**config.mk**
```make
export PLATFORM = sky130hd
export DESIGN_NAME = noc_rx_arbiter
export DESIGN_NICKNAME = d
export VERILOG_FILES = /design/src/rtl/noc_rx_arbiter_pkg.sv /design/src/rtl/noc_rx_arbiter_rr.sv /design/src/rtl/noc_rx_arbiter.sv
export SDC_FILE = /design/constraint.sdc
export NUM_CORES = 1
export LEC_CHECK = 0
export CORE_MARGIN = 2
export CORE_UTILIZATION = 45
export DETAILED_ROUTE_END_ITERATION = 10
export PLACE_DENSITY = 0.87
export RECOVER_POWER = 50
export SETUP_SLACK_MARGIN = 0.4
export SYNTH_ARGS = -nofsm -noshare
export SYNTH_HDL_FRONTEND = slang
export SYNTH_SLANG_ARGS = --single-unit
```
**constraint.sdc**
```tcl
create_clock -name clk -period 4.43 [get_ports clk]
set_input_delay 0.6645 -clock clk [delete_from_list [all_inputs] [get_ports clk]]
set_output_delay 0.6645 -clock clk [all_outputs]
set_load 0.05 [all_outputs]
```
**src/rtl/noc_rx_arbiter_pkg.sv**
```systemverilog
// Shared types and helpers for the receive-side arbiter and its round-robin picker.
package noc_rx_arbiter_pkg;

  // Width of the accepted-packet counter.
  localparam int unsigned CNT_W = 16;

  // Arbiter control states.
  typedef enum logic [1:0] {
    IDLE    = 2'd0,
    PRESENT = 2'd1,
    FLUSH   = 2'd2
  } e_rx_arb_state;

  // Index reached by stepping 'off' places past 'base' on a ring of 'n' entries.
  function automatic int unsigned rr_wrap(input int unsigned base,
                                          input int unsigned off,
                                          input int unsigned n);
    return (base + off) % n;
  endfunction

endpackage

```
**src/rtl/noc_rx_arbiter_rr.sv**
```systemverilog
// Combinational rotate-priority arbiter: first request after 'last', wrapping.
module noc_rr_arbiter
  import noc_rx_arbiter_pkg::*;
#(
  parameter  int unsigned N     = 4,
  localparam int unsigned SRC_W = $clog2(N)
) (
  input  logic [N-1:0]     i_req,
  input  logic [SRC_W-1:0] i_last,
  output logic [N-1:0]     o_gnt_onehot_c,
  output logic [SRC_W-1:0] o_gnt_idx_c,
  output logic             o_any_c
);

  // Scan from last+1 around the ring; the first hit wins.
  always_comb begin
    o_gnt_onehot_c = '0;
    o_gnt_idx_c    = '0;
    o_any_c        = 1'b0;
    for (int unsigned k = 1; k <= N; k++) begin
      logic [SRC_W-1:0] v_sel;
      v_sel = SRC_W'(rr_wrap(32'(i_last), k, N));
      if (!o_any_c && i_req[v_sel]) begin
        o_any_c               = 1'b1;
        o_gnt_idx_c           = v_sel;
        o_gnt_onehot_c[v_sel] = 1'b1;
      end
    end
  end

endmodule

```
**src/rtl/noc_rx_arbiter.sv**
```systemverilog
// Shares one valid/ready consumer among N_RX serial receivers, round-robin,
// and flushes the granted receiver once its packet has been accepted.
module noc_rx_arbiter
  import noc_rx_arbiter_pkg::*;
#(
  parameter  int unsigned N_RX         = 4,
  parameter  int unsigned PACKET_BITS  = 16,
  parameter  int unsigned PADDING_BITS = 1,
  localparam int unsigned SRC_W        = $clog2(N_RX)
) (
  input  logic                         clk,
  input  logic                         rst,
  input  logic [N_RX-1:0]              i_rx_valid,
  input  logic [N_RX*PACKET_BITS-1:0]  i_rx_packet,
  input  logic [N_RX*PADDING_BITS-1:0] i_rx_padding,
  input  logic [N_RX-1:0]              i_rx_mask,
  output logic [N_RX-1:0]              o_rx_flush,
  output logic                         o_out_valid,
  input  logic                         i_out_ready,
  output logic [PACKET_BITS-1:0]       o_out_packet,
  output logic [PADDING_BITS-1:0]      o_out_padding,
  output logic [SRC_W-1:0]             o_out_src,
  output logic [CNT_W-1:0]             o_pkt_count
);

  e_rx_arb_state           r_state;
  e_rx_arb_state           w_state_nxt;
  logic                    w_load;
  logic                    w_accept;

  logic [N_RX-1:0]         w_req;
  logic [N_RX-1:0]         w_gnt_onehot;
  logic [SRC_W-1:0]        w_gnt_idx;
  logic                    w_any;
  logic [PACKET_BITS-1:0]  w_pkt;
  logic [PADDING_BITS-1:0] w_pad;
  logic [N_RX-1:0]         w_flush_vec;

  logic [N_RX-1:0]         r_rx_flush;
  logic                    r_out_valid;
  logic [PACKET_BITS-1:0]  r_out_packet;
  logic [PADDING_BITS-1:0] r_out_padding;
  logic [SRC_W-1:0]        r_out_src;
  logic [SRC_W-1:0]        r_last_grant;
  logic [CNT_W-1:0]        r_pkt_count;

  // Masked-off receivers keep their packet and are simply not considered.
  assign w_req = i_rx_valid & i_rx_mask;

  noc_rr_arbiter #(
    .N (N_RX)
  ) u_rr (
    .i_req          (w_req),
    .i_last         (r_last_grant),
    .o_gnt_onehot_c (w_gnt_onehot),
    .o_gnt_idx_c    (w_gnt_idx),
    .o_any_c        (w_any)
  );

  // One-hot AND-OR select of the winning receiver's packet and padding.
  always_comb begin
    w_pkt = '0;
    w_pad = '0;
    for (int unsigned i = 0; i < N_RX; i++) begin
      if (w_gnt_onehot[i]) begin
        w_pkt = w_pkt | i_rx_packet[i*PACKET_BITS +: PACKET_BITS];
        w_pad = w_pad | i_rx_padding[i*PADDING_BITS +: PADDING_BITS];
      end
    end
  end

  assign w_flush_vec = N_RX'(1) << r_out_src;

  // State register.
  always_ff @(posedge clk or posedge rst) begin
    if (rst) begin
      r_state <= IDLE;
    end else begin
      r_state <= w_state_nxt;
    end
  end

  // Next state plus load/accept strobes for the datapath registers.
  always_comb begin
    w_state_nxt = r_state;
    w_load      = 1'b0;
    w_accept    = 1'b0;
    case (r_state)
      IDLE: begin
        if (w_any) begin
          w_load      = 1'b1;
          w_state_nxt = PRESENT;
        end
      end
      PRESENT: begin
        if (i_out_ready) begin
          w_accept    = 1'b1;
          w_state_nxt = FLUSH;
        end
      end
      FLUSH: begin
        w_state_nxt = IDLE;
      end
      default: begin
        w_state_nxt = IDLE;
      end
    endcase
  end

  // Output port, flush pulse, priority pointer and counter; a reset drops any
  // held packet and kills a pending flush so the receiver is re-arbitrated.
  always_ff @(posedge clk or posedge rst) begin
    if (rst) begin
      r_out_valid   <= 1'b0;
      r_out_packet  <= '0;
      r_out_padding <= '0;
      r_out_src     <= '0;
      r_rx_flush    <= '0;
      r_last_grant  <= SRC_W'(N_RX - 1);
      r_pkt_count   <= '0;
    end else begin
      r_rx_flush <= w_accept ? w_flush_vec : '0;
      if (w_load) begin
        r_out_valid   <= 1'b1;
        r_out_packet  <= w_pkt;
        r_out_padding <= w_pad;
        r_out_src     <= w_gnt_idx;
      end else if (w_accept) begin
        r_out_valid <= 1'b0;
      end
      if (w_accept) begin
        r_last_grant <= r_out_src;
        r_pkt_count  <= r_pkt_count + CNT_W'(1);
      end
    end
  end

  assign o_rx_flush    = r_rx_flush;
  assign o_out_valid   = r_out_valid;
  assign o_out_packet  = r_out_packet;
  assign o_out_padding = r_out_padding;
  assign o_out_src     = r_out_src;
  assign o_pkt_count   = r_pkt_count;

endmodule

```
# After elaboration in Yosys (flattened, before gate mapping)
# Cells that the tools add are included.
# totals
reg_bits	44
latch_bits	0
ram_bits	0
mem_bits_ro	0
inputBits	79
word_cells	94
n_memories	0
# classes
n_addsub	5
n_mul	0
div_mod_pow	0
magnitude_cmp	8
eq_ne	3
n_shift	1
n_mux	46
bitwise	10
reduce_logical	13
# ops
op	n
$mux 16	4
$or 16x16->16	3
$mux 1	22
$mux 4	5
$add 16x1->16 const B	1
$lt 2x3->1 const B	4
$mux 2	6
$or 4x4->4	3
$bmux 1 s2	4
$demux 1 s2	4
$ge 2x1->1 const B	4
$logic_and 1x1->1	7
$add 2x1->2 const B	2
$add 2x2->2 const B	2
$and 4x4->4	1
$pmux 2 s2	1
$shl 1x2->4 const A	1
$logic_not 1->1	3
$or 1x1->1	3
$eq 2x1->1 const B	1
$logic_not 2->1	1
$ne 2x1->1 const B	1
$ne 2x2->1 const B	1
$reduce_and 2->1	1
$reduce_bool 2->1	1

# Logic depth before layout (Yosys ltp)
# Gate-level depths: netlist (run 1).
# depth
word_depth	20
depth_mapped	9
mapped_depth_nobuf	8

# By module
# Synthesis (run 1) repeated with hierarchy kept, for this count alone.
# unflattened
cells_unflattened	255
hier_area_um2	2539.9
# modules_own_cells
mod	n_inst	cells_per_inst	area_each_um2
noc_rx_arbiter	1	187	2014.4
noc_rr_arbiter	1	68	525.5

# Worst setup path before layout (run 1)
# Ideal clock, no wire load.
# synth_path
path_kind	reg2reg
start	register r_last_grant[0]
end	register r_out_packet[9], in the netlist o_out_packet[9]
setup_time_ns	0.141
t_arrival_ns	2.497
setup_slack_ns	1.791
path_stages_with_launch	9
path_buffers	1
synth_period_minus_slack_ns	2.639
cell_sequence	dfstp_2 -> inv_1 -> ha_1 -> mux4_2 -> a22oi_2 -> nand3_4 -> buf_6 -> a22oi_1 -> a31oi_1
# synth_between
elab_chain_len	20
elab_cells_between_ends	58
classes_between	4 x add/sub; 8 x order compare; 30 x mux; 6 x bitwise; 10 x reduce/logical
# synth_lines
item	line	source
start, declared	noc_rx_arbiter.sv:44	logic [SRC_W-1:0] r_last_grant;
start signal, assigned	noc_rx_arbiter.sv:119	r_last_grant <= SRC_W'(N_RX - 1);
start signal, assigned	noc_rx_arbiter.sv:132	r_last_grant <= r_out_src;
parallel branches: the longest is 20 deep, another holds $lt 2x3->1	-	
end signal, assigned	noc_rx_arbiter.sv:125	r_out_packet <= w_pkt;
end, declared	noc_rx_arbiter.sv:41	logic [PACKET_BITS-1:0] r_out_packet;
# Several ways; the timed one is not identified. The select of a mux whose other input is x is not followed.
# A chain may end at the register's enable or synchronous reset.

# Final worst setup path (run 1)
# layout_path
start	register r_last_grant[0]
end	register r_out_packet[0], in the netlist o_out_packet[0]
# The elaborated chain is that of the path after synthesis.

==> metrics.txt, run 1 <==
Die ar.=6230 um2; Cells after Synth=245; crit-path max FO=17; crit path from=r_last_grant[0]; largest net degree at the start of global routing=45; Layout Area Growth over Synthesis=51.6%; synthesized area per cell=10.3 um2; Pwr Density=651 nW/um2; WHS=0.474 ns; cts bufs inserted=5; Post-CTS Resized=0; yosys warns=0; clock-pin slew on the worst setup and hold paths=0.09 ns; Pre-antenna DRT Iters=5; Final Critical Period=3.24 ns; gr usage total=23.1%; leak pwr=1.53 nW; Slew headroom=-54.9%; Max Cap Viol=1; WL/cell=16.7 um; FF-to-FF End=o_out_packet[0]; Placed Cells=428; startpoint types=flop; Top Usage Layer GRT=met2; area leader, netlist=dfrtp_1; M2 GR Usage=39.6%; sequential area share after synthesis=43.7%; Layout Skew=0.0126 ns; Yosys top cell area share=41.6%; Area contributors post-synth=dfrtp_1, a22oi_1, a22oi_2, a31oi_1, ha_1; Worst Max-Slew Pin Slew=2.32 ns; final worst-path cycle share=73.2%; Total Wirelength=7.29 mm; post-CTS setup buffers=0; r2r startpoint=r_last_grant[0]; DP Wirelength=5.51 mm; Max Slew Vio Count=45; # IOs=119; Synth cell types=38; GR Util met3=4.77%; vias in the first global route=2321; Initial DRC Count=169; CTS tree=yes; CP endpoint=o_out_packet[0]; chip width=78.9 um; Worst Path Required=4.59 ns; total congestion overflow=0; Clock Sinks=44; failing checks=capacitance limit, slew limit; Initial Utilization=46.2%; Vias/cell=5.68; reg2reg path depth=7; crit path DAT=3.40 ns; R2R setup slack=1.19 ns; setup TNS=0 ns; Max Freq=0.308 GHz; # nets final=451; DRC=0; H-Tree Depth=2; status=complete, but fails checks; maximum vdd ir drop=290 uV; Final GP Congestion=0.845; CP Class=reg -> reg; diode count=0; Async S/R FF share, synth=100%; final setup vio count=0; DP Area=3760 um2; Post-synth EDFFs=0; hold crit path type=reg -> reg; Setup crit end kind=flop; dominant synthesized flop cell=dfrtp_1; first-pass GRT wire length=11.2 mm; Final Hold Viols=0; met1 usage=29.7%; share of cells above drive strength 1=9.89%; row count=27; initial antenna violation count=0; ANT nets after route=0; maximum root-to-sink buffer count=2; Clk Latency, worst-skew pair=0.29 ns; Root Buffer=clkbuf_8; unrepaired setup endpoints after global routing=false; post-route design area=3830 um2; via count=2478; core box area=5470 um2; hold-fix buffers at CTS=0; Mapped Nets=333; Cell Count, Final, Fillers Out=436; I/O Buffers=118; count of state elements after synthesis=44; Post-Syn Area=2530 um2; die span in y=78.9 um
==> worst min path at each step <==
stage                      endpoint            start  slack, ns  cells after the start
finish              o_pkt_count[15]  o_pkt_count[15]       0.47                      1
global route        o_pkt_count[15]  o_pkt_count[15]       0.49                      1
CTS                 o_pkt_count[15]  o_pkt_count[15]       0.48                      1
detailed placement  o_pkt_count[15]  o_pkt_count[15]       0.46                      1
global placement        o_out_valid      o_out_valid       0.46                      1
floorplan           r_last_grant[1]  r_last_grant[1]       0.60                      2
==> Yosys cell counts (3+ instances only) <==
library cell and instances:
nor2_1 30, inv_1 5, a31oi_1 19, nand3_1 17, ha_1 9, xor2_1 4, a41oi_1 4, nand2_1 13
and2_4 3, o21ai_0 3, xnor2_1 11, buf_6 4, mux4_2 3, clkbuf_1 4, a22oi_2 10, a22oi_1 29
a21oi_1 7, and3_1 3, dfrtp_1 42
==> layout make-up <==
cell class / count / area [um2]
Sequential cell: 44 / 1100
Inverter: 7 / 26.3
Fill cell: 438 / 1640
Clock inverter: 2 / 12.5
Clock buffer: 6 / 72.6
Multi-Input combinational cell: 185 / 1330
Tap cell: 72 / 90.1
Timing Repair Buffer: 120 / 1190
==> cells by family (layout without fill, tap and decap cells) <==
group           count (synthesis)  after routing  share of synthesized area, %
mux                             5              5                          3.57
flops                          44             44                          43.7
xor+xnor                       15             15                          5.20
compound gates                 75             75                          22.6
fa+ha+maj                       9              9                          4.46
buf+inv                        16            135                          3.61
simple gates                   81             81                          16.9
==> per-stage QoR <==
stage / worst slack [ns] / power [mW] / utilization, %
global placement: 1.38 / 2.22 / 68.7
finish: 1.19 / 2.49 / 70.0
detailed placement: 1.21 / 2.27 / 68.7
floorplan: 1.79 / 1.81 / -
CTS: 1.20 / 2.52 / 70.3
global route: 0.937 / 2.64 / 70.0
==> metal layers <==
| metal | vias up | wire, um | share of wire, % |
|---|---|---|---|
| met2 | 112 | 3650 | 50 |
| met4 | 0 | 79 | 1.1 |
| met3 | 7 | 574 | 7.9 |
| met1 | 1201 | 2990 | 41 |
| li1 | 1158 | - | - |
| met5 | - | 0 | 0 |
==> state kept, by name, summed over array words and instances, names as in the netlist <==
name           flops
o_out_valid        1
o_pkt_count       16
o_out_src          2
r_state            2
r_last_grant       2
o_out_packet      16
o_out_padding      1
o_rx_flush         4
==> critical path: stages (launching register included) <==
cell and delay [ns]:
dfstp_2 0.71, inv_1 0.24, ha_1 0.44, mux4_2 0.63, a22oi_2 0.23, nand3_2 0.37, a22oi_1 0.33, a31oi_1 0.14
==> power by group <==
group,internal [mW],switching (mW),total [mW]
logic,0.576,0.989,1.57
registers,0.552,0.127,0.679
clock network,0.110,0.139,0.249
total,1.24,1.25,2.49
==> cell usage in the layout (no fill, tap or decap), drive strengths merged, types with 2 or more instances in the layout <==
| master | n |
|---|---|
| clkdlybuf4s50 | 111 |
| nand2 | 13 |
| dfrtp | 42 |
| ha | 9 |
| a41oi | 4 |
| nor2 | 31 |
| xnor2 | 11 |
| clkinv | 3 |
| and2 | 4 |
| xor2 | 4 |
| and4 | 2 |
| inv | 5 |
| dfstp | 2 |
| and3 | 3 |
| clkbuf | 7 |
| a22oi | 39 |
| a31oi | 19 |
| o21ai | 3 |
| nand3 | 21 |
| mux2 | 2 |
| mux4 | 3 |
| dlygate4sd3 | 7 |
| a21oi | 7 |
| nor3 | 2 |
(Power assumes the default switching activity.)
==> run 2: changes to the inputs <==
- CORE_UTILIZATION: 45 -> 41
- PLACE_DENSITY: 0.87 -> 0.8
- clock period: 4.43 -> 3.2 ns (I/O delays scaled with it)
==> run 2 against run 1 <==
Compared with the run above:
- the flow still finishes with violations (capacitance limit, slew limit)
- routed wire length increased by 6.9%
- sequential power increased by 34%
- clock power increased by 50%
- cell area increased by 3.7%
- hold slack improved by 0.0029 ns
- clock skew decreased by 0.011 ns
- die area increased by 9.3%
- sequential cell count unchanged
- non-clock buffer count increased by 5
- via count increased by 0.16%
- highest routed layer unchanged
- critical path type unchanged
==> metrics.txt, run 2 (synthesis results as in run 1) <==
# IOs=119; commonest non-fill, non-tap cell in the layout=clkdlybuf4s50_1; combinational power share=64.7%; CTS tree=yes; crit path DAT=2.84 ns; startpoint types=flop; Initial DRC Count=102; post-route design area=3970 um2; switching share of power=49.5%; Pre-antenna DRT Iters=5; DP Area=3780 um2; Setup crit end kind=flop; Slew headroom=-14.6%; vias in the first global route=2344; total congestion overflow=0; Final Critical Period=2.67 ns; Final Hold Viols=0; Power, Total=3.63 mW; Pwr Density=913 nW/um2; DP Wirelength=5.48 mm; initial antenna violation count=0; Layout Skew=0.00209 ns; Flop pwr share=25.1%; via count=2482; Worst Max-Slew Pin Slew=1.72 ns; Clk Latency, worst-skew pair=0.30 ns; hold-fix buffers at CTS=0; share of cells above drive strength 1=12.6%; I/O Buffers=118; Max Slew Vio Count=45; Worst Path Required=3.37 ns; first-pass GRT wire length=11.3 mm; Layout Area Growth over Synthesis=57.2%; final worst-path cycle share=83.4%; Max Freq=0.375 GHz; Max Cap Viol=1; clock-pin slew on the worst setup and hold paths=0.08 ns; Clock Sinks=44; setup TNS=0 ns; unrepaired setup endpoints after global routing=false; hold crit path type=reg -> reg; maximum root-to-sink buffer count=2; Clock power frac=10.3%; failing checks=capacitance limit, slew limit; WL/cell=17.4 um; Final GP Congestion=0.863; diode count=0; chip width=82.5 um; Internal=1.83 mW; leak pwr=1.62 nW; # nets final=459; final setup vio count=0; Initial Utilization=42.7%; CP Class=reg -> reg; cts bufs inserted=5; core box area=5920 um2; Die ar.=6810 um2; largest net degree at the start of global routing=45; Total Wirelength=7.79 mm; gr usage total=22.2%; commonest cells after routing, fill and taps aside=clkdlybuf4s50_1, dfrtp_1, nor2_1, a22oi_1, a31oi_1; Root Buffer=clkbuf_8; crit-path max FO=17; Vias/cell=5.55; Net Switching=1.79 mW; ANT nets after route=0; row count=28; status=complete, but fails checks; DRC=0; die span in y=82.5 um; maximum vdd ir drop=571 uV; H-Tree Depth=2
==> run 2: final timing paths <==
| check | startpoint | endpoint | slack [ns] | depth (start not counted) |
|---|---|---|---|---|
| setup / recovery | r_last_grant[1] | o_out_packet[10] | 0.53 | 7 |
| hold / removal | o_pkt_count[15] | o_pkt_count[15] | 0.48 | 1 |
| setup reg to reg | r_last_grant[1] | o_out_packet[10] | 0.53 | 7 |
| hold reg to reg | o_pkt_count[15] | o_pkt_count[15] | 0.48 | 1 |
| max in group asynchronous | rst | o_pkt_count[1] | 1.05 | 2 |
| min in group asynchronous | rst | o_out_packet[3] | 1.16 | 2 |
==> run 2: power groups by stage <==
stage / clock, mW / sequential, mW / combinational, mW
after floorplan: 0 / 1.50 / 1.00
after detailed placement: 0 / 0.955 / 2.20
after CTS: 0.376 / 0.919 / 2.26
final: 0.373 / 0.908 / 2.34
after global routing: 0.402 / 0.934 / 2.52
after global placement: 0 / 0.947 / 2.15
==> run 2: area by class of cell <==
cell class / instances / area (um2)
flip-flops and latches: 44 / 1100
clock buffers: 7 / 86.3
multi-input cells: 188 / 1410
well taps: 75 / 93.8
inverters: 7 / 26.3
repair buffers: 125 / 1250
clock inverters: 1 / 7.51
fillers: 460 / 1950
==> run 2: timing repair <==
item,4_1_cts,5_1_grt
resized for setup,2,3
endpoints found under the setup margin,17,17
buffers inserted,1,4
gates cloned,1,2
pin swaps,2,4
==> run 2: worst max-delay path, stage by stage, from the launching register on <==
cell and delay (ns):
dfstp_2 0.55, inv_2 0.08, ha_2 0.38, mux4_2 0.62, a22oi_2 0.27, nand3_4 0.26, a22oi_1 0.27, a31oi_1 0.12
==> run 2: per-stage QoR <==
stage               hold WS [ns]  worst slack (ns)  instances  utilization [%]
global route               0.504             0.418        447             67.1
CTS                        0.477             0.379        441             65.9
global placement           0.462             0.364        431             63.8
detailed placement         0.461             0.239        431             63.8
floorplan                  0.596             0.561        245                -
finish                     0.477             0.533        447             67.1
==> run 2: routing by layer <==
metal  wire, um  share of wire (%)  track usage [%]  vias up
li1           -                  -                -     1180
met2       3760                 48             37.2      106
met5          0                  0                0        -
met1       3220                 41             27.8     1182
met4        155                2.0             8.03        0
met3        663                8.5             5.22       14
==> run 3: changes to the inputs <==
- clock period: 3.2 -> 2.6 ns (I/O delays scaled with it)
==> run 3 against run 2 <==
Compared with the run above:
- the flow now finishes without violations
- sequential cell count is the same
- count of clock-buffer cells in the layout decreased by 1
- sequential power rose by 23%
- global-route usage up 1.5 points
- die area is the same
- clock skew grew 0.0038 ns
- first-iteration DRC count is 27% higher
- setup slack got worse by 0.43 ns
- highest routed layer unchanged
==> metrics.txt, run 3 (synthesis results as in run 1) <==
status=completed; worst-path cell chain=inv_4, ha_4, mux4_2, a22oi_2, buf_4, nand3_4, a22oi_2, a31oi_1; Final Hold Viols=0; filler instances=414; diode count=0; WHS=0.481 ns; share of cells above drive strength 1=21.8%; vias in the first global route=2459; final setup vio count=0; startpoint types=flop; Setup crit end kind=flop; Max Cap Viol=0; Slew headroom=27.3%; worst setup margin=0.103 ns; WL/cell=17.9 um; maximum vdd ir drop=746 uV; Vias/cell=5.63; total congestion overflow=0; hold crit path type=reg -> reg; Max Slew Vio Count=0; Hold Crit Depth=1; first-pass GRT wire length=12.0 mm; cell mode on critical path=a22oi_2; crit path DAT=2.67 ns; Pre-antenna DRT Iters=5; M2 GR Usage=40.8%; worst hold start=o_out_valid; Crit path depth=8; Clock Sinks=44; pre-CTS setup slack=-0.0538 ns; unrepaired setup endpoints after global routing=true; met1 usage=28.0%; Pwr Density=1160 nW/um2; switching share of power=48.8%; Final GP Congestion=0.813; Die ar.=6810 um2; CP max-delay cell=mux4_2; CTS tree=yes; DP Wirelength=5.57 mm; leak pwr=1.69 nW; Net Switching=2.40 mW; reg2reg path depth=8; Initial DRC Count=130; Layout Skew=0.00593 ns; crit path from=r_last_grant[1]; Flop pwr share=22.7%; commonest cells after routing, fill and taps aside=clkdlybuf4s50_1, dfrtp_1, a22oi_2, nor2_1, a31oi_1; final worst-path cycle share=96.0%; Layout Area Growth over Synthesis=68.1%; setup TNS=0 ns; Clock power frac=9.3%; row count=28; maximum root-to-sink buffer count=2; crit-path max FO=8; clock-pin slew on the worst setup and hold paths=0.09 ns; initial antenna violation count=0; largest net degree at the start of global routing=45; cts bufs inserted=5; core box area=5920 um2; fin util=71.7%; Internal=2.52 mW; Root Buffer=clkbuf_8; # IOs=119; Max stage delay on crit path=0.60 ns; I/O Buffers=118; Worst Path Required=2.78 ns; Max Freq=0.400 GHz; Total Wirelength=8.23 mm; Cell Count, Final, Fillers Out=461; Worst Max-Slew Pin Slew=1.09 ns; via count=2597; GR Util met3=5.87%; Top Usage Layer GRT=met2; CP Class=reg -> reg; Initial Utilization=42.7%; ANT nets after route=0; r2r startpoint=r_last_grant[1]; commonest non-fill, non-tap cell in the layout=clkdlybuf4s50_1; hold-fix buffers at CTS=0; Bufs and invs on worst path=2; Final Critical Period=2.50 ns; gr usage total=23.7%; combinational power share=68.0%; chip width=82.5 um; DRC=0; Placed Cells=440; die span in y=82.5 um; # nets final=473; Clk Latency, worst-skew pair=0.30 ns; H-Tree Depth=2; CP delay by family, top=multiplexers
run 3: cell count changes in the layout (fill, tap and decap cells not counted), sizes merged:
cell           before  now
clkinv              1    2
clkbuf              7   10
buf                 7   16
clkinvlp            1    2
clkdlybuf4s50     111  116
nand3              24   25
inv                 6    5
dlygate4sd3         7    2
run 3: path summary, 6_finish.rpt:
kind	end	slack, ns
worst max-delay path	o_out_packet[0]	0.10
worst min-delay path	o_out_valid	0.48
worst max register to register	o_out_packet[0]	0.10
worst min register to register	o_out_valid	0.48
max in group asynchronous	o_pkt_count[2]	1.06
min in group asynchronous	o_out_packet[0]	0.88
run 3: power groups by stage:
stage | Clock, mW | Sequential (mW) | Combinational (mW)
2_1_floorplan | 0 | 1.84 | 1.26
3_3_place_gp | 0 | 1.12 | 2.88
3_5_place_dp | 0 | 1.12 | 2.95
4_1_cts | 0.467 | 1.11 | 3.29
5_1_grt | 0.496 | 1.15 | 3.54
6_report | 0.456 | 1.12 | 3.35
run 3: stage by stage:
stage / instance area, um2 / power (mW)
floorplan: 2540 / 3.11
finish: 4250 / 4.92
global placement: 3880 / 4.00
detailed placement: 3880 / 4.07
CTS: 4230 / 4.86
global route: 4250 / 5.18
run 3: what timing repair did:
| item | CTS | global route |
|---|---|---|
| pin swaps | 35 | 10 |
| setup endpoints to repair | 17 | 18 |
| endpoints found under the hold margin | 0 | 0 |
| gates resized for setup | 32 | 2 |
| setup buffers | 6 | 3 |
| gates cloned | 4 | 0 |
run 3: layout make-up:
cell class              count  area [um2]  share of cell area (%)
clock inverters             2        15.0                   0.354
clock buffers               6        82.6                    1.95
repair buffers            138        1370                    32.3
flip-flops and latches     44        1100                    26.0
well taps                  75        93.8                    2.21
multi-input cells         189        1550                    36.5
inverters                   7        28.8                   0.678
run 3: metal layers:
metal	routed length [um]	part of all wire (%)
met5	0	0
met1	3120	38
met3	736	8.9
met4	178	2.2
met2	4200	51
==> edit 1, RTL diff (flow settings as in run 3) <==
`N_RX`: 4 -> 2.
--- a/src/rtl/noc_rx_arbiter.sv
+++ b/src/rtl/noc_rx_arbiter.sv
@@ -5,3 +5,3 @@
 #(
-  parameter  int unsigned N_RX         = 4,
+  parameter  int unsigned N_RX         = 2,
   parameter  int unsigned PACKET_BITS  = 16,
Ports: changed (6 resized); port bits go from 119 to 78. The function was not compared with the original's and may differ.
==> edit 1 against run 3 <==
  * Maximum frequency rose by 25%
  * Worst hold slack got worse by 12 ps
  * Setup slack improved by 500 ps
  * First-iteration DRC count fell by 54%
  * Area after synthesis fell by 31%
  * Sequential cell count fell by 4
  * Routed wire length fell by 53%
  * Via count fell by 46%
  * Cell area fell by 38%
  * Power fell by 52%
  * Global-route usage fell by 6.5 points
  * Non-clock buffer count fell by 58
==> edit 1: results <==
export IMPL_dp_slack_ps=645.2
export IMPL_rr_endpoint="o_pkt_count[14]"
export IMPL_track_usage_pct=17.15
export IMPL_max_stage_delay_ps=850
export IMPL_status="finished clean"
export IMPL_clkTransAtPathRegs_ps=70
export IMPL_hpwl_um=2873
export IMPL_fill_cells=343
export IMPL_synth_mux_area_fraction_pct=1.929
export IMPL_post_cts_setup_buffers=0
export IMPL_postCtsResizedCells=0
export IMPL_post_drt_wl_per_cell_um=13.57
export IMPL_dr_pass1_iters=4
export IMPL_slowest_stage="clkdlybuf4s50_1"
export IMPL_synth_common_cells="dfrtp_1 (39), nand2_1 (24), a22oi_1 (17)"
export IMPL_post_dp_cell_area_um2=2551
export IMPL_yosys_top_cells_area="dfrtp_1 (56%), a22oi_1 (7.3%), xnor2_1 (5.5%)"
export IMPL_crit_path_start="o_pkt_count[4]"
export IMPL_holdCritStartpoint="o_pkt_count[15]"
export IMPL_worstReg2RegStart="r_state[1]"
export IMPL_drt_first_iter_violations=60
export IMPL_synthAdderAreaFrac_pct=0.7143
export IMPL_rrSetupSlack_ps=860
export IMPL_synth_compound_area_share_pct=14.50
export IMPL_fin_skew_ps=3.187
export IMPL_p_leak_nw=1.113
export IMPL_grt_pass1_wl_um=6610
export IMPL_cp_max_fo=6
export IMPL_synth_xor_area_share_pct=7.500
export IMPL_numPortBuffers=77
export IMPL_rr_worst_depth=4
export IMPL_fmax_ghz=0.5018
export IMPL_power_frac_comb_pct=44.9
export IMPL_grt_max_degree=41
export IMPL_cp_data_arrival_time_ps=1600
export IMPL_globalplace_congestion=0.7564
export IMPL_cp_endpoint="o_pkt_count[4]"
export IMPL_drive_gt1_share_pct=7.660
export IMPL_hold_path_end="o_pkt_count[15]"
export IMPL_power_clock_w=0.000413
export IMPL_num_vias=1406
export IMPL_slew_headroom_pct=35.79
export IMPL_synth_net_count=198
-- edit 1: cell count changes after synthesis, sizes merged, moves of 4 or more --
| cell | run 3 | this run |
|---|---|---|
| clkbuf | 4 | 0 |
| a31oi | 19 | 1 |
| nand4 | 1 | 5 |
| nand3 | 21 | 3 |
| a41oi | 4 | 0 |
| a21oi | 7 | 0 |
| nand2 | 13 | 24 |
| o21ai | 3 | 19 |
| buf | 5 | 9 |
| nor2 | 31 | 3 |
| ha | 9 | 1 |
| a22oi | 39 | 17 |
-- edit 1: layout make-up --
type	instances	area (µm²)	share of cell area, %
flip-flops and latches	40	1002	38.25
well taps	50	62.56	2.388
repair buffers	80	788.3	30.09
clock buffers	8	90.09	3.438
multi-input cells	104	665.6	25.41
inverters	3	11.26	0.4298
-- edit 1: routing by layer --
layer / up-vias / wire, µm / track usage (%)
met4: 0 / 61 / 5.882
met3: 6 / 251 / 6.105
met5: - / 0 / 0
met1: 658 / 1691 / 21.52
met2: 49 / 1864 / 27.46
li1: 693 / - / -
==> edit 2, RTL diff (flow settings as in run 3) <==
Made on the original files. Put one more register stage on the output `o_pkt_count`, cleared by the reset. The value now appears one clock later. The other outputs are not delayed to match.
--- a/src/rtl/noc_rx_arbiter.sv
+++ b/src/rtl/noc_rx_arbiter.sv
@@ -142,3 +142,9 @@
   assign o_out_src     = r_out_src;
-  assign o_pkt_count   = r_pkt_count;
+  always_ff @(posedge clk or posedge rst) begin
+    if (rst) begin
+      o_pkt_count <= '0;
+    end else begin
+      o_pkt_count <= r_pkt_count;
+    end
+  end
 
Function: changed (Yosys sat finds a counterexample within 4 cycles, from zero or initial values and one cycle with rst high).
==> edit 2 against run 3 <==
  * Routed wire length down 2.2%
  * Power increased by 11%
  * Largest power group unchanged
  * Global-route usage down 2.8 points
  * Setup slack better by 11 ps
  * Combinational power fell by 1%
  * Cell area grew 10%
  * Clock power rose by 61%
  * Critical endpoint unchanged
  * Core utilization shrank 7.0 points
  * Maximum frequency is 0.46% higher
  * Sequential cell count rose by 16
  * Critical path depth did not move
  * Sequential power rose by 26%
  * Area after synthesis up 20%
==> edit 2: results <==
export IMPL_fill_cells=581
export IMPL_synth_xor_area_share_pct=4.323
export IMPL_grt_pass1_wl_um=13490
export IMPL_dr_pass1_iters=5
export IMPL_globalplace_congestion=0.8671
export IMPL_worst_hold_slack_ps=378.2
export IMPL_multi_input_area_share_pct=31.48
export IMPL_layout_non_clock_buffers=136
export IMPL_via_per_inst=5.252
export IMPL_postCtsResizedCells=5
export IMPL_p_leak_nw=1.882
export IMPL_synthAdderAreaFrac_pct=3.705
export IMPL_fin_skew_ps=9.402
export IMPL_drive_gt1_share_pct=20.30
export IMPL_buffer_area_share_pct=29.28
export IMPL_post_cts_setup_buffers=11
export IMPL_drt_first_iter_violations=107
export IMPL_cts_num_sinks=60
export IMPL_pg_seq_w=0.00141
export IMPL_p_int_w=0.002958
export IMPL_sh_seq_area_pct=32.20
export IMPL_whs_path_depth=0
export IMPL_grt_max_degree=61
export IMPL_cp_max_fo=13
export IMPL_clkTransAtPathRegs_ps=70
export IMPL_ys_seq_area_share_pct=49.49
export IMPL_syn_inst=261
export IMPL_clk_latency_ps=340
export IMPL_grt_pass1_vias=2766
export IMPL_cp_data_arrival_time_ps=2680
export IMPL_cts_max_level=3
export IMPL_post_dp_cell_area_um2=4333
export IMPL_avgSynthCellArea_um2=11.64
export IMPL_post_place_cells=476
export IMPL_clk_share_pct=3.777
export IMPL_track_usage_pct=20.83
export IMPL_yosysWarnings=0
export IMPL_slowest_stage="mux4_2"
export IMPL_slew_headroom_pct=3.336
export IMPL_synth_mux_area_fraction_pct=2.964
export IMPL_multi_input_comb_cells=185
export IMPL_yosys_top_cells_area="dfrtp_1 (48%), a22oi_2 (9.1%), a22oi_1 (4.2%)"
export IMPL_synth_distinct_cells=36
export IMPL_hold_path_end="o_pkt_count[14]"
export IMPL_holdCritStartpoint="r_pkt_count[14]"
export IMPL_status="finished clean"
export IMPL_comb_cell_power_w=0.00330
export IMPL_final_nets=487
export IMPL_synth_common_cells="dfrtp_1 (58), nor2_1 (28), a22oi_2 (22)"
-- edit 2: cell types whose count changed in the layout (fill, tap and decap cells not counted), sizes merged, moves of 2 or more --
cell           run 3  this run
dfrtp             42        58
nand3             25        17
clkinv             2         7
nand4              1         4
nand2             13        15
nor2              31        29
xnor2             11        13
xor2               4         2
-- edit 2: per-layer routing --
metal	track usage, %	up-vias	wire length [µm]	part of all wire, %
met2	35.84	103	4186	52
met4	11.54	0	271	3.4
met1	23.93	1269	3156	39
met5	0	-	0	0
li1	-	1247	-	-
met3	4.778	23	434	5.4
-- edit 2: stage by stage --
| stage | setup slack (ps) | power (W) |
|---|---|---|
| 2_1_floorplan | 13.59 | 0.003612 |
| 3_3_place_gp | -40.51 | 0.004289 |
| 3_5_place_dp | -154.2 | 0.004372 |
| 4_1_cts | 122.0 | 0.005436 |
| 5_1_grt | 13.53 | 0.005760 |
| 6_report | 114.1 | 0.005446 |
